==> src/rtl/disp_pkg.sv <==
// Shared types and constants for the decimal display writer.
// Latency: none (declarations only).
// Backpressure: none (declarations only).
package disp_pkg;

    localparam int         NUM_DIGITS = 8;
    localparam int         VAL_W      = 27;
    localparam int         MAX_VAL    = 99_999_999;
    localparam logic [3:0] NO_WRITE   = 4'hF;

    typedef enum logic [1:0] {
        IDLE  = 2'd0,
        CONV  = 2'd1,
        WRITE = 2'd2,
        DONE  = 2'd3
    } state_t;

endpackage

==> src/rtl/dd_adj3.sv <==
// Double-dabble nibble correction: add 3 when the BCD nibble is 5 or more.
// Latency: purely combinational.
// Backpressure: none.
module dd_adj3 (
    input  logic [3:0] nib,
    output logic [3:0] adj
);

    // Correct the nibble so the following left shift carries into the next decade.
    always_comb begin
        adj = nib;
        if (nib >= 4'd5) begin
            adj = nib + 4'd3;
        end
    end

endmodule

==> src/rtl/disp_writer.sv <==
// Converts a binary value to BCD and writes each digit to a display controller.
// Latency: first write VAL_W+1 cycles after the accepted start, done NUM_DIGITS cycles later.
// Backpressure: none; start is only sampled in IDLE, otherwise dropped.
module disp_writer #(
    parameter int NUM_DIGITS = disp_pkg::NUM_DIGITS,
    parameter int VAL_W      = disp_pkg::VAL_W
) (
    input  logic             clock,
    input  logic             reset,
    input  logic             start,
    input  logic [VAL_W-1:0] value,
    output logic             busy,
    output logic             done,
    output logic             err,
    output logic [3:0]       dig,
    output logic [3:0]       pos
);

    import disp_pkg::*;

    localparam int BCD_W = 4 * NUM_DIGITS;
    localparam int CNT_W = $clog2(VAL_W + 1);

    state_t           state_q, state_d;
    logic [VAL_W-1:0] val_q, val_d;
    logic [BCD_W-1:0] bcd_q, bcd_d, bcd_adj, bcd_shift;
    logic [CNT_W-1:0] cnt_q, cnt_d;
    logic             busy_d, done_d, err_d;
    logic [3:0]       dig_d, pos_d, dig_sel;

    // One add-3 corrector per decade.
    for (genvar i = 0; i < NUM_DIGITS; i++) begin : g_adj
        dd_adj3 u_adj (
            .nib (bcd_q[4*i +: 4]),
            .adj (bcd_adj[4*i +: 4])
        );
    end

    // One double-dabble step: shift the corrected BCD left, pulling in the value MSB.
    assign bcd_shift = (bcd_adj << 1) | {{(BCD_W-1){1'b0}}, val_q[VAL_W-1]};

    // State register.
    always_ff @(posedge clock or negedge reset) begin
        if (!reset) begin
            state_q <= IDLE;
        end else begin
            state_q <= state_d;
        end
    end

    // Next state, datapath updates and next values of the registered outputs.
    always_comb begin
        state_d = state_q;
        val_d   = val_q;
        bcd_d   = bcd_q;
        cnt_d   = cnt_q;
        busy_d  = 1'b0;
        done_d  = 1'b0;
        err_d   = 1'b0;
        dig_d   = NO_WRITE;
        pos_d   = NO_WRITE;
        dig_sel = NO_WRITE;
        for (int i = 0; i < NUM_DIGITS; i++) begin
            if (cnt_q == CNT_W'(i)) begin
                dig_sel = bcd_q[4*i +: 4];
            end
        end
        case (state_q)
            IDLE: begin
                if (start) begin
                    if (value > VAL_W'(MAX_VAL)) begin
                        err_d = 1'b1;
                    end else begin
                        val_d   = value;
                        bcd_d   = '0;
                        cnt_d   = '0;
                        busy_d  = 1'b1;
                        state_d = CONV;
                    end
                end
            end
            CONV: begin
                bcd_d  = bcd_shift;
                val_d  = val_q << 1;
                busy_d = 1'b1;
                // The last iteration also presents digit 0, so writes start on WRITE entry.
                if (cnt_q == CNT_W'(VAL_W - 1)) begin
                    state_d = WRITE;
                    cnt_d   = CNT_W'(1);
                    dig_d   = bcd_shift[3:0];
                    pos_d   = 4'd0;
                end else begin
                    cnt_d = cnt_q + 1'b1;
                end
            end
            WRITE: begin
                // cnt_q is the index of the digit to present next.
                if (cnt_q == CNT_W'(NUM_DIGITS)) begin
                    state_d = DONE;
                    done_d  = 1'b1;
                end else begin
                    busy_d = 1'b1;
                    dig_d  = dig_sel;
                    pos_d  = 4'(cnt_q);
                    cnt_d  = cnt_q + 1'b1;
                end
            end
            DONE: begin
                state_d = IDLE;
            end
            default: begin
                state_d = IDLE;
            end
        endcase
    end

    // Datapath and output registers.
    always_ff @(posedge clock or negedge reset) begin
        if (!reset) begin
            val_q <= '0;
            bcd_q <= '0;
            cnt_q <= '0;
            busy  <= 1'b0;
            done  <= 1'b0;
            err   <= 1'b0;
            dig   <= NO_WRITE;
            pos   <= NO_WRITE;
        end else begin
            val_q <= val_d;
            bcd_q <= bcd_d;
            cnt_q <= cnt_d;
            busy  <= busy_d;
            done  <= done_d;
            err   <= err_d;
            dig   <= dig_d;
            pos   <= pos_d;
        end
    end

endmodule
==> config.mk <==
export PLATFORM = sky130hd
export DESIGN_NAME = disp_writer
export DESIGN_NICKNAME = d
export VERILOG_FILES = /design/src/rtl/disp_pkg.sv /design/src/rtl/dd_adj3.sv /design/src/rtl/disp_writer.sv
export SDC_FILE = /design/constraint.sdc
export NUM_CORES = 1
export LEC_CHECK = 0
export CAP_MARGIN = 0
export CORE_UTILIZATION = 44
export CTS_CLUSTER_SIZE = 40
export DETAILED_ROUTE_END_ITERATION = 6
export PLACE_DENSITY = 0.65
export RECOVER_POWER = 50
export SYNTH_ARGS = -nofsm -noshare
export SYNTH_HDL_FRONTEND = slang
export SYNTH_SLANG_ARGS = --single-unit
==> constraint.sdc <==
create_clock -name clock -period 3.5 [get_ports clock]
set_input_delay 0.525 -clock clock [delete_from_list [all_inputs] [get_ports clock]]
set_output_delay 0.525 -clock clock [all_outputs]
set_load 0.03 [all_outputs]
# Word level (Yosys, flattened, before mapping)
# Index checks and enable logic that the tools add are counted.
[totals] reg_bits=77 inputBits=30
[classes] bitwise_logic=1 n_reduce_logical=7 order_cmp=9 mux=47 addsub=9 n_eq_ne=17
[op_table] op="4-bit 2-to-1 mux" n=19
[op_table] op="32-bit 2-to-1 mux" n=2
[op_table] op="32-bit case mux with 2 select lines" n=1
[op_table] op="27-bit 2-to-1 mux" n=2
[op_table] op="27-bit case mux with 2 select lines" n=1
[op_table] op="4-bit by 3-bit greater-or-equal comparator with 1-bit output (second input constant)" n=8
[op_table] op="32-bit by 1-bit bitwise OR with 32-bit output" n=1
[op_table] op="4-bit by 2-bit adder with 4-bit output (second input constant)" n=7
[op_table] op="27-bit > comparator (second input constant)" n=1
[op_table] op="5-bit by 3-bit == test with 1-bit output (second input constant)" n=4
[op_table] op="5-bit 2-to-1 mux" n=4
[op_table] op="4-bit case mux with 2 select lines" n=2
[op_table] op="5-bit case mux with 3 select lines" n=1
[op_table] op="5-bit by 2-bit == test with 1-bit output (second input constant)" n=2
[op_table] op="2-bit != test (second input constant)" n=5
[op_table] op="1-bit 2-to-1 mux" n=8
[op_table] op="2-bit 2-to-1 mux" n=4
[op_table] op="2-bit case mux with 4 select lines" n=1
[op_table] op="4-bit AND reduction" n=2
[op_table] op="5-bit by 1-bit adder with 5-bit output (second input constant)" n=1
[op_table] op="5-bit by 1-bit == test with 1-bit output (second input constant)" n=1
[op_table] op="5-bit by 4-bit == test with 1-bit output (second input constant)" n=1
[op_table] op="5-bit == test (second input constant)" n=1
[op_table] op="5-bit zero test" n=1
[op_table] op="other kinds (9)" n=10

# Depth between registers and ports, before layout
# Gate-level depths: netlist of run 1.
[depth] word_depth=11 depth_mapped=10

# Cells and area by module
# A second synthesis of run 1 with hierarchy kept.
[unflattened] hier_cells=475 hier_area_um2=4790.8
[by_module_without_submodules] module="disp_writer" area_per_inst_um2=3980.1 cells_per_inst=347 n_inst=1
[by_module_without_submodules] module="dd_adj3" area_per_inst_um2=101.3 cells_per_inst=16 n_inst=8

# Worst setup path before layout of run 1
# No wires, ideal clock.
[synth_path] path_kind="input-to-reg" from="in value[11]" to="reg bcd_q[4]" required_time_ns=3.397 setup_time_ns=0.103 cell_stages=7 arrival_time_ns=2.301 setup_slack_ns=1.095 cell_sequence="or4_4 -> o31a_1 -> o211a_1 -> or2_4 -> buf_6 -> buf_6 -> o41ai_2"
[synth_via] elab_chain_len=3
[synth_lines] element="start: declaration" line="disp_writer.sv:11" rtl="input logic [VAL_W-1:0] value,"
[synth_lines] element="27-bit > comparator" line="disp_writer.sv:71" rtl="if (value > VAL_W'(MAX_VAL)) begin"
[synth_lines] element="2-bit != test (no source line)"
[synth_lines] element="3-bit AND reduction (no source line)"
[synth_lines] element="end signal: assignment" line="disp_writer.sv:121" rtl="bcd_q <= '0;"
[synth_lines] element="end signal: assignment" line="disp_writer.sv:130" rtl="bcd_q <= bcd_d;"
[synth_lines] element="end: declaration" line="disp_writer.sv:26" rtl="logic [BCD_W-1:0] bcd_q, bcd_d, bcd_adj, bcd_shift;"
# No other way between the ends.
# A chain may end at the register's enable or synchronous reset.

# Final worst setup path of run 1
[layout_path] from="in value[18]" to="reg bcd_q[4]"
# Same word-level chain as after synthesis.

==> impl_results.md, run 1 <==
* Primary FF master, synth: dfrtp_1
* Total CTS buffers at 9
* Max H-tree Level at 3
* Post-synth cell types at 52
* Power, Total at 3.93 mW
* Pre-CTS setup slack at 0.382 ns
* Crit path DAT at between 3 and 4 ns
* Failing checks: capacitance limit, slew limit
* Measured slew at the worst slew-check pin at 1.94 ns
* Vias at between 3,000 and 4,000
* Floorplan die width at around 110 um
* Yosys top cell area share at 0.369
* Vias in the first global route at around 3,800
* MaxCap Viol Count at 1
* Share of cells above drive strength 1 at 0.0705
* Clock Sinks at 77
* CTS max path bufs at 2
* Largest net degree at the start of global routing at just under 80
* Clock Pin Slew Worst Setup and Hold Paths at around 0.08 ns
* Buffers on Ports at 40
* Post-CTS Resized at 0
* Top-count cell post-synth: o21ai_0
* Final HPWL from detailed placement at around 7200 um
* Nets at ~590
* Normalized max-slew margin at -0.293
* #FFs+latches synth at between 70 and 80
* Storage element area at around 0.0019 mm2
* Yosys warnings at 0
* Power density over cell area at roughly 730 mW/mm2
* Finished Core Util at 0.518
* Hold Crit Class: register to register
* Worst Skew at 0.0144 ns
* CTS tree: built
* Async S/R FF share, synth at 1.00
* Final hold slack at around 0.51 ns
* Crit-path max cell delay at 0.49 ns
* CP top delay family: buffers and inverters
* Final WS setup at 0.697 ns
* Setup crit end kind: register
* Leakage at ~2.1 nW
* DRT Pass-1 Iters at 5
* FF-to-FF End: cnt_q[4]$_DFFE_PN0P_
* WP data required at 3.76 ns
* Area leader, netlist: dfrtp_1
* Placed insts at 659
* Layout area overhead at 14.3%
* Die area at 0.0110 mm2
* Die H at around 110 um
* Synthesized area at approximately 0.0047 mm2
* Global-route wire length before repair at between 15,000 and 20,000 um
* Min Tclk post-route at between 2 and 3 ns
* Buffers and inverters on the worst path at 3
* Reg-to-reg slack, setup at 1.06 ns
* Unrepaired setup endpoints after global routing: false
* Post-synth top cells: o21ai_0, dfrtp_1, clkbuf_1
* Worst Reg-to-Reg Cells at 7
* DRC errors left at 0
* Vias per cell at approximately 6
* Fillers at approximately 940
* Worst Path Class, Setup: input port to register
* Placed inst area at 0.00513 mm2
* Fmax at ~360 MHz
* Largest cells by area after synthesis: dfrtp_1, o21ai_0, ha_1
* Mapped Nets at 569
* Final setup fails at 0
* Status: complete, but fails checks
* DRT Wirelength at 11,000 um
* Antenna-violating nets left at 0
* Root Driver: clkbuf_8
* Clk_lat worst skew at between 0.3 and 0.4 ns
* Hold Startpoint: val_q[13]$_DFFE_PN0P_
* RD Place Congestion at 0.796
* Initial antenna violation count at 0
* Cells after synthesis at roughly 520
* Final Hold Fails at 0
* Seq/Total Area, Yosys at 0.414
* Post-Layout Cell Count at 675
* Most used cell, CP: buf_4
* Syn Area/Cell at around 9 um2
* CP Launch Type: input port
* First-iteration detailed-routing DRC count at around 340
* Worst path cell trace: clkdlybuf4s50_1 > or3b_1 > nor4_1 > o31a_1 > o211a_1 > buf_4 > buf_4 > o21ai_0 > o41ai_2
* Hold Buf Count CTS at 0
* Final Cell Area at 0.00535 mm2
* Initial cell density of the core at 0.453
* Final period utilization at 0.801
* Area of the multi-input gates at roughly 0.0025 mm2
* Number of synthesized flops with an enable pin at 0
* Hold Path Sink: val_q[13]$_DFFE_PN0P_
* GR Util All Layers at 0.212
* TNS Setup at 0 ns
* Critical path fanouts, max at 47
* Rows at 37
* Slowest CP cell: clkdlybuf4s50_1
* Ant diodes at 0
* Core footprint at roughly 0.010 mm2
* Post-DR wirelength/cell at 16.3 um
* Peak supply drop at roughly 370 uV
* Reg-to-Reg Start: cnt_q[0]$_DFFE_PN0P_
* Top Ports at slightly above 40
* Grt total ovfl at 0
* Pins Over Slew Limit at 78
* Postcts setup bufs at 0
* Hold path cells at 2
how the worst max path moves through the flow:
stage                         start                   end  slack [ns]  cells after the start
after global placement    value[18]  val_q[5]$_DFFE_PN0P_        0.45                      9
after CTS                 value[18]  bcd_q[4]$_DFFE_PN0P_        0.74                      9
after global routing      value[18]  bcd_q[4]$_DFFE_PN0P_        0.59                      9
after detailed placement  value[18]  bcd_q[4]$_DFFE_PN0P_        0.38                      9
after floorplan           value[11]  bcd_q[4]$_DFFE_PN0P_        1.10                      7
final                     value[18]  bcd_q[4]$_DFFE_PN0P_        0.70                      9
registers in the layout (all words and copies together), names as in the netlist:
name     flops
cnt_q        5
dig          4
done         1
val_q       27
err          1
state_q      2
pos          4
busy         1
bcd_q       32
where the power goes:
part | switching (mW) | internal (mW)
clock network | 0.355 | 0.408
logic | 1.22 | 0.656
registers | 0.124 | 1.17
total | 1.70 | 2.23
cell type report:
type / count / area share
multi-input combinational: 370 / 0.461
sequential: 77 / 0.362
timing repair buffer: 47 / 0.0837
tap: 136 / 0.0318
clock buffer: 10 / 0.0239
inverter: 29 / 0.0204
clock inverter: 6 / 0.0175
worst reg2reg max path, delay by kind of cell, from the launching register on:
kind                     cells  cell delay [ns]
flip-flops                   1             0.45
adder cells (fa/ha/maj)      1             0.35
AO/OA/AOI/OAI                1             0.23
AND/OR/NAND/NOR              4             1.18
buffers and inverters        1             0.11
cells in the final DEF, fill, tap and decap left out, types with 3 or more instances in the layout:
cell type and instances:
a211oi_1 9, a21o_1 3, a21oi_1 13, a221oi_1 7, a31oi_1 4, and2_1 4, buf_4 7, clkbuf_8 9
clkdlybuf4s50_1 35, dfrtp_1 69, dfstp_2 8, dlygate4sd3_1 4, ha_1 23, inv_1 29, mux2i_1 26, nand2_1 28
nand2b_1 9, nand3_1 16, nand4_1 7, nor2_1 19, nor2b_1 7, nor3_1 4, o211ai_1 11, o21ai_0 112
o31ai_1 12, o41ai_1 7, or4_1 4, xnor2_1 10, xor2_1 5
layer usage:
layer	part of all wire	track usage	wire length, um
met5	0	0	0
met1	0.48	0.295	5330
met2	0.46	0.324	5100
met4	0.017	0.0936	184
met3	0.037	0.0356	409
logic make-up after synthesis:
logic type | synth area share
simple gates | 0.124
mux | 0.0604
compound gates | 0.250
buf+inv | 0.0599
xor+xnor | 0.0281
flops | 0.414
fa+ha+maj | 0.0642
(Power assumes the default switching activity.)
==> run 2, diff against run 1 <==
==> constraint.sdc (replaced) <==
create_clock -name clock -period 2.7 [get_ports clock]
set_input_delay 0.405 -clock clock [delete_from_list [all_inputs] [get_ports clock]]
set_output_delay 0.405 -clock clock [all_outputs]
set_load 0.03 [all_outputs]
==> impl_results.md, run 2 (same netlist as run 1, synthesis figures left out) <==
* Initial cell density of the core at 0.453
* Vias per cell at roughly 6
* Peak supply drop at 542 uV
* Vias at 4,007
* Final hold slack at around 0.51 ns
* Post-DR wirelength/cell at 16.1 um
* CP Launch Type: register
* Unrepaired setup endpoints after global routing: false
* Critical path fanouts, max at 9
* Global-route wire length before repair at roughly 19,000 um
* Postcts setup bufs at 0
* Root Driver: clkbuf_8
* Psw at 2.25 mW
* Final HPWL from detailed placement at ~7500 um
* Rows at 37
* CP top delay family: simple AND/OR/NAND/NOR gates
* CTS max path bufs at 2
* Worst Path Class, Setup: register to register
* Seq pwr share at 0.329
* TNS Setup at 0 ns
* Setup crit end kind: register
* DRT Pass-1 Iters at 7
* Final Hold Fails at 0
* Measured slew at the worst slew-check pin at 1.93 ns
* Die area at approximately 0.011 mm2
* Core footprint at approximately 0.010 mm2
* GR Util All Layers at 0.218
* Hold Buf Count CTS at 0
* Switching Share at 0.446
* Commonest non-fill, non-tap cell in the layout: o21ai_0
* Die H at 105 um
* Top Ports at 41
* Initial antenna violation count at 0
* Int Pwr at 2.80 mW
* Clk_lat worst skew at approximately 0.37 ns
* Buffers and inverters on the worst path at 1
* Worst path cell trace: inv_1 > ha_1 > nand4bb_1 > nor2_1 > or3_1 > or3_4 > o31ai_1
* DRC errors left at 0
* Combinational Power Share at 0.511
* WP data required at around 3 ns
* Clock Sinks at slightly below 80
* Storage element area at 0.00194 mm2
* Crit path DAT at around 2.8 ns
* Nets at 600
* Fillers at around 940
* Final period utilization at 0.933
* Fmax at roughly 400 MHz
* CTS tree: built
* Normalized max-slew margin at -0.284
* RD Place Congestion at between 0.8 and 0.9
* Final Cell Area at 0.00541 mm2
* Power density over cell area at between 900 and 1000 mW/mm2
* Worst Skew at approximately 0.015 ns
* Top flop regs: bcd_q (32), val_q (27), cnt_q (5)
* Largest net degree at the start of global routing at slightly below 80
* Clk pwr share at 0.160
* Share of cells above drive strength 1 at 0.0907
* MaxCap Viol Count at 1
* Max H-tree Level at 3
* Biggest register: bcd_q
* Power, Total at 5.05 mW
* Floorplan die width at ~110 um
* Leakage at roughly 2.2 nW
* Area of the multi-input gates at about 0.0025 mm2
* Layout area overhead at 15.7%
* Vias in the first global route at about 3,800
* Grt total ovfl at 0
* DRT Wirelength at 11,100 um
* Antenna-violating nets left at 0
* Pins Over Slew Limit at 78
* Final setup fails at 0
* Post-CTS Resized at 0
* Clock Pin Slew Worst Setup and Hold Paths at about 0.090 ns
* Placed inst area at between 0.005 and 0.006 mm2
* Min Tclk post-route at approximately 2.5 ns
* Commonest cells after routing, fill and taps aside: o21ai_0, dfrtp_1, clkdlybuf4s50_1
* Status: complete, but fails checks
* Ant diodes at 0
* Crit-path max cell delay at a little under 0.5 ns
* Hold Crit Class: register to register
* First-iteration detailed-routing DRC count at ~300
* Largest register FFs at 32
* Slowest CP cell: or3_1
* Total CTS buffers at 9
* Buffers on Ports at 40
* Failing checks: capacitance limit, slew limit
run 2: cell count changes in the layout (fill, tap and decap cells not counted):
cell             change
buf_4                +9
buf_12               +2
bufinv_16            -2
clkinv_2             +2
clkinvlp_4           +2
clkdlybuf4s50_1      +1
clkinv_4             -1
dlygate4sd3_1        -1
run 2: tightest hold or removal path: stages, from the launching register on:
cell and delay (ns):
dfrtp_1 0.34, o21ai_0 0.07, o21ai_0 0.07
run 2: through the flow:
stage,utilization,worst slack [ns],cells
5_1_grt,0.524,0.0613,687
6_report,0.524,0.180,687
2_1_floorplan,-,0.415,515
3_3_place_gp,0.508,-0.112,671
4_1_cts,0.525,0.244,687
3_5_place_dp,0.508,-0.154,671
run 2: cell type report:
class                   instances  share of cell area
clock inverters                 7             0.00925
well taps                     136              0.0314
clock buffers                   9              0.0229
multi-input cells             370               0.455
repair buffers                 59               0.103
flip-flops and latches         77               0.358
inverters                      29              0.0201
run 2: final timing paths:
path | from | end | slack (ns) | depth (start not counted)
hold reg to reg | val_q[13]$_DFFE_PN0P_ | val_q[13]$_DFFE_PN0P_ | 0.51 | 2
min in group asynchronous | reset | bcd_q[24]$_DFFE_PN0P_ | 0.56 | 1
setup / recovery | cnt_q[0]$_DFFE_PN0P_ | cnt_q[3]$_DFFE_PN0P_ | 0.18 | 7
max in group asynchronous | reset | bcd_q[31]$_DFFE_PN0P_ | 0.99 | 1
setup reg to reg | cnt_q[0]$_DFFE_PN0P_ | cnt_q[3]$_DFFE_PN0P_ | 0.18 | 7
hold / removal | val_q[13]$_DFFE_PN0P_ | val_q[13]$_DFFE_PN0P_ | 0.51 | 2
run 2: per-layer routing:
layer / routed length (um) / global-route usage / up-vias / part of all wire
met5: 0 / 0 / - / 0
met4: 222 / 0.0986 / 0 / 0.020
met3: 539 / 0.0287 / 14 / 0.049
met2: 4970 / 0.330 / 114 / 0.45
met1: 5360 / 0.309 / 1939 / 0.48
li1: - / - / 1940 / -
run 2: power by group through the flow:
stage / combinational, mW / sequential (mW) / clock (mW)
6_report: 2.58 / 1.66 / 0.807
5_1_grt: 2.82 / 1.70 / 0.874
4_1_cts: 2.56 / 1.66 / 0.819
3_5_place_dp: 2.56 / 1.68 / 0
3_3_place_gp: 2.51 / 1.68 / 0
2_1_floorplan: 1.66 / 1.79 / 0
